File: src/rtl/laser_hit_resolver.sv
// Beam-vs-enemy hit resolver: dwell damage, spawn/alive/explode sequencing, kill score.
// Optional damage flash is built when LASER_HIT_FLASH_EN is defined.
module laser_hit_resolver #(
  parameter int LASER_W        = 4,
  parameter int ENEMY_W        = 32,
  parameter int HP_INIT        = 16,
  parameter int DMG_DIV        = 16,
  parameter int EXPLODE_FRAMES = 6,
  parameter int SCORE_KILL     = 100,
  parameter int FLASH_FRAMES   = 2
) (
  input  logic        clk,
  input  logic        rst,
  input  logic [1:0]  state,
  input  logic        laser_enable,
  input  logic [9:0]  laser_h,
  input  logic [9:0]  enemy_h,
  input  logic        enemy_spawn,
  input  logic        frame_tick,
  output logic        enemy_alive,
  output logic [7:0]  enemy_hp,
  output logic        exploding,
  output logic [2:0]  explode_frame,
  output logic        hit_flash,
  output logic        kill_pulse,
  output logic [15:0] score
);

  typedef enum logic [1:0] {
    S_EMPTY = 2'd0,
    S_ALIVE = 2'd1,
    S_EXPL  = 2'd2
  } fsm_t;

  fsm_t        r_fsm;
  fsm_t        w_fsm_nxt;
  logic [7:0]  r_hp;
  logic [7:0]  r_dmg;
  logic [2:0]  r_ef;
  logic        r_kill;
  logic [15:0] r_score;

  logic        w_play;
  logic        w_clear;
  logic        w_ovl;
  logic        w_hit;
  logic        w_wrap;
  logic        w_kill;
  logic        w_spawn;
  logic        w_ex_last;
  logic        w_alive;
  logic        w_expl;
  logic [16:0] w_sum;

  assign w_play  = (state == 2'd1);
  assign w_clear = (state == 2'd0) || (state == 2'd3);

  // 11-bit sums keep the extent compare free of wrap at column 1023
  assign w_ovl = laser_enable
    && ({1'b0, laser_h} < ({1'b0, enemy_h} + 11'(ENEMY_W)))
    && ({1'b0, enemy_h} < ({1'b0, laser_h} + 11'(LASER_W)));

  assign w_hit     = w_play && (r_fsm == S_ALIVE) && w_ovl;
  assign w_wrap    = w_hit && (r_dmg == 8'(DMG_DIV - 1));
  assign w_kill    = w_wrap && (r_hp == 8'd1);
  assign w_spawn   = w_play && (r_fsm == S_EMPTY) && enemy_spawn;
  assign w_ex_last = w_play && (r_fsm == S_EXPL) && frame_tick
    && (r_ef == 3'(EXPLODE_FRAMES - 1));
  assign w_sum     = {1'b0, r_score} + 17'(SCORE_KILL);

  always_ff @(posedge clk or posedge rst) begin
    if (rst) r_fsm <= S_EMPTY;
    else     r_fsm <= w_fsm_nxt;
  end

  always_comb begin
    w_fsm_nxt = r_fsm;
    if (w_clear) begin
      w_fsm_nxt = S_EMPTY;
    end else begin
      unique case (1'b1)
        w_spawn:   w_fsm_nxt = S_ALIVE;
        w_kill:    w_fsm_nxt = S_EXPL;
        w_ex_last: w_fsm_nxt = S_EMPTY;
        default:   w_fsm_nxt = r_fsm;
      endcase
    end
  end

  always_comb begin
    w_alive = (r_fsm == S_ALIVE);
    w_expl  = (r_fsm == S_EXPL);
  end

  always_ff @(posedge clk or posedge rst) begin
    if (rst) begin
      r_hp    <= '0;
      r_dmg   <= '0;
      r_ef    <= '0;
      r_kill  <= 1'b0;
      r_score <= '0;
    end else if (w_clear) begin
      r_hp    <= '0;
      r_dmg   <= '0;
      r_ef    <= '0;
      r_kill  <= 1'b0;
      r_score <= '0;
    end else if (!w_play) begin
      r_kill <= 1'b0;
    end else begin
      r_kill <= w_kill;
      if (w_spawn) begin
        r_hp  <= 8'(HP_INIT);
        r_dmg <= '0;
      end else if (w_hit) begin
        r_dmg <= w_wrap ? 8'd0 : r_dmg + 8'd1;
        if (w_wrap) r_hp <= r_hp - 8'd1;
      end
      if (w_kill) begin
        r_score <= w_sum[16] ? 16'hFFFF : w_sum[15:0];
        r_ef    <= '0;
      end else if (w_expl && frame_tick) begin
        r_ef <= w_ex_last ? 3'd0 : r_ef + 3'd1;
      end
    end
  end

`ifdef LASER_HIT_FLASH_EN
  logic [1:0] r_flash;

  always_ff @(posedge clk or posedge rst) begin
    if (rst) begin
      r_flash <= '0;
    end else if (w_clear) begin
      r_flash <= '0;
    end else if (w_play) begin
      if (w_fsm_nxt != S_ALIVE)
        r_flash <= '0;
      else if (w_wrap && (r_hp != 8'd1))
        r_flash <= 2'(FLASH_FRAMES);
      else if (frame_tick && (r_flash != 2'd0))
        r_flash <= r_flash - 2'd1;
    end
  end

  assign hit_flash = (r_flash != 2'd0) && w_alive;
`else
  assign hit_flash = 1'b0;
`endif

  assign enemy_alive   = w_alive;
  assign enemy_hp      = w_alive ? r_hp : 8'd0;
  assign exploding     = w_expl;
  assign explode_frame = w_expl ? r_ef : 3'd0;
  assign kill_pulse    = r_kill;
  assign score         = r_score;

endmodule
File: config.mk
export PLATFORM = sky130hd
export DESIGN_NAME = laser_hit_resolver
export DESIGN_NICKNAME = d
export VERILOG_FILES = /design/src/rtl/laser_hit_resolver.sv
export SDC_FILE = /design/constraint.sdc
export NUM_CORES = 1
export LEC_CHECK = 0
export BUFFER_PORTS_ARGS = -buffer_cell sky130_fd_sc_hd__buf_2
export CAP_MARGIN = 0
export CORE_ASPECT_RATIO = 1.4
export CORE_MARGIN = 2
export CORE_UTILIZATION = 50
export CTS_CLUSTER_DIAMETER = 50
export DETAILED_ROUTE_END_ITERATION = 10
export PLACE_DENSITY_LB_ADDON = 0.1
export SYNTH_ARGS = -nofsm -noshare
export SYNTH_HDL_FRONTEND = slang
export SYNTH_SLANG_ARGS = --single-unit
File: constraint.sdc
create_clock -name clk -period 5.8 [get_ports clk]
set_input_delay 1.74 -clock clk [delete_from_list [all_inputs] [get_ports clk]]
set_output_delay 1.74 -clock clk [all_outputs]
set_load 0.02 [all_outputs]
==> impl_metrics.ini <==
[run_status]
status = completed

[synthesis]
postSynthCellCount = 352
synth.area.top_cells = dfrtp_1 (31%), ha_1 (12%), nand2_1 (4.5%)
post_synth_instance_area_sq_um = 2990
ys_seq_area_frac = 0.309
async_flop_share = 1.00
syn-num-nets = 407
syn_avg_cell_area_sq_um = 8.50
yosys-mux-area-fraction = 0.00376
synth_common_cells = dfrtp_1 (37), nand2_1 (36), ha_1 (28), nor2_1 (28), nand3_1 (26)
yosys.area.top_type_share = 0.309
cell_taking_the_most_area_after_synthesis = dfrtp_1
count_of_flip_flops_with_a_built_in_enable_after_synthesis = 0
dominantRegCellSynth = dfrtp_1
synth_top_family_by_area = simple AND/OR/NAND/NOR gates
synth_simple_gate_area_share = 0.284
ys_ff_latch = 37
synth_compound_area_frac = 0.206
post_synth_xor_area_fraction = 0.0293
post_synth_fa_ha_maj_area_fraction = 0.117
post_synth_num_cell_types = 66
library_cell_with_the_highest_instance_count_after_synthesis = dfrtp_1
ys.warnings.count = 0

[placement]
port-buffer-count = 56
gp_routability_congestion = 0.837
dpl.hpwl_um = 5590

[final_layout]
final_layout_size_suffix_gt1_frac = 0.198
area.growth.synth_to_final_pct = 14.3
n_antenna_cell = 0
multi_input_area_sq_um = 1920
seq_area_sq_um = 926
design.final.nets = 459
fill_cells = 539

[detailed_routing]
drc = 0
vias_per_cell = 6.07
drtIter0Drc = 168
drt-pass1-iter-count = 4
wl_per_cell_um = 15.9
num_vias = 2885
route.final.wire_length_um = 7550
antenna_violating_nets_post_route = 0

[setup_path]
cp-end-kind = register
worstSetupPathType = in -> reg
path_common_cell = ha_1
critPathMaxFanout = 12
flop2flop_setup_slack_ns = 2.54
timing.critical_path.slowest_cell_delay_ns = 0.57
timing.critical_path.from_type = input port
critical_path.cell_chain = buf_2, ha_1, nand3_1, xor2_1, ha_1, a21o_1, a221o_1, a31oi_2, nand4_1, o41ai_1, a22oi_1
critical_path_top_delay_cell = nand4_1
timing.critical_path.arrival_ns = 4.75
crit_required_ns = 5.95

[clock_network]
cts-buffers-inserted = 5
cts.reportedPaths.clkPinSlew_ns = 0.08
clock_tree.root_cell = clkbuf_8
clock_tree_from_tritoncts = built
cts.path.max_buffers = 2
clkSinkCount = 37
setup_repair_bufs_after_cts = 0
clock_latency_ns = 0.29
h-tree-depth = 2
hold_buffers = 0
postCtsResizedCells = 0

[sta]
timing.final.crit_period_ns = 4.61
whs_ns = 0.519
worst_pin_slew_ns = 0.624
slew_violations = 0
hold_violations = 0
grt_setup_unrepaired = false
layout_worst_path_cycle_share = 0.794
finalClockSkew_ns = 0.00727
fmax_mhz = 217
tns_ns = 0
relSlewSlack = 0.583
setup_viol = 0

[floorplanning]
die_area_sq_um = 6630
placement_rows = 33
ios = 58
chipHeight_um = 95.5
die_w_um = 69.4
initial_cell_density_of_the_core = 0.514
floorplan.core_area_sq_um = 5820

[global_route]
first_global_vias = 2700
grt_max_degree = 38
antenna_found_initial = 0
global_route_wire_length_before_repair_um = 12500
grt.total_usage = 0.232
global_route_total_overflow = 0

[power_and_ir_drop]
p_leak_uw = 0.00165
power.ir.vdd_worst_v = 0.0000972
pwr_density_cell_nw_per_um2 = 185

[min_path]
timing.hold.worst.class = reg -> reg

[run]
max_cap_violations = 0
## final timing paths
path                                       from                    end  cells past startpoint
hold reg to reg            score[0]$_DFFE_PP0P_   score[0]$_DFFE_PP0P_                      1
min in group asynchronous                   rst   r_dmg[5]$_DFFE_PP0P_                      3
hold / removal             score[0]$_DFFE_PP0P_   score[0]$_DFFE_PP0P_                      1
max in group asynchronous                   rst    r_hp[7]$_DFFE_PP0P_                      3
setup / recovery                     enemy_h[5]  score[11]$_DFFE_PP0P_                     11
setup reg to reg           r_fsm[1]$_DFFE_PP0P_  score[11]$_DFFE_PP0P_                      7
## power by group
part | leakage, uW | switching (uW) | internal, uW
Clock | 0.0000585 | 96.7 | 140
Combinational | 0.00108 | 78.7 | 50.8
Sequential | 0.000515 | 4.96 | 261
## cells in the final DEF, fill, tap and decap left out, drive strengths merged, types with 5 or more instances in the layout
cell,n
inv,18
clkbuf,7
o21ai,16
dfrtp,37
and2,12
or4,9
and3,6
xor2,8
nand4,11
a21oi,18
ha,28
nand2,36
or3,6
a31oi,5
nand3,26
nor2,28
buf,59
o211ai,5
o31ai,6
## metal layers
layer,wire length (um),global-route usage,vias up
met5,0,0,-
met3,300,0.0254,9
met2,4030,0.441,80
met1,3110,0.271,1373
met4,112,0.0784,0
li1,-,-,1423
## metrics by stage
step	std cells	power, uW	util	setup WS, ns	cell area, sq um
after detailed placement	467	401	0.568	0.917	3300
after global routing	475	668	0.588	0.982	3420
after global placement	467	398	0.568	1.05	3300
after floorplan	352	360	-	1.69	2990
final	475	633	0.588	1.19	3420
after CTS	475	639	0.588	1.22	3420
## cell families after synthesis
family | count (synthesis)
AOI/OAI and AO/OA | 86
xor gates and xnor gates | 10
adders and majority gates | 28
buffers and inverters | 33
DFF | 37
muxes | 1
other | 1
and+or+nand+nor | 156
## registers in the layout (all words and copies together), names as in the netlist
register	count
r_ef	3
r_dmg	8
r_hp	8
r_fsm	2
score	15
kill_pulse	1
## final cells by class
class	count	area share
multi-input cells	282	0.560
flip-flops and latches	37	0.271
repair buffers	59	0.0885
well taps	70	0.0256
clock buffers	7	0.0252
inverters	19	0.0208
clock inverters	1	0.00878
## worst max-delay path, delay by kind of cell
kind | cells | cell delay [ns]
buffers and inverters | 1 | 0.13
xor gates and xnor gates | 1 | 0.15
and+or+nand+nor | 2 | 0.67
AOI/OAI and AO/OA | 5 | 1.59
adders and majority gates | 2 | 0.48
No activity file was read; power rests on OpenSTA's default activity.
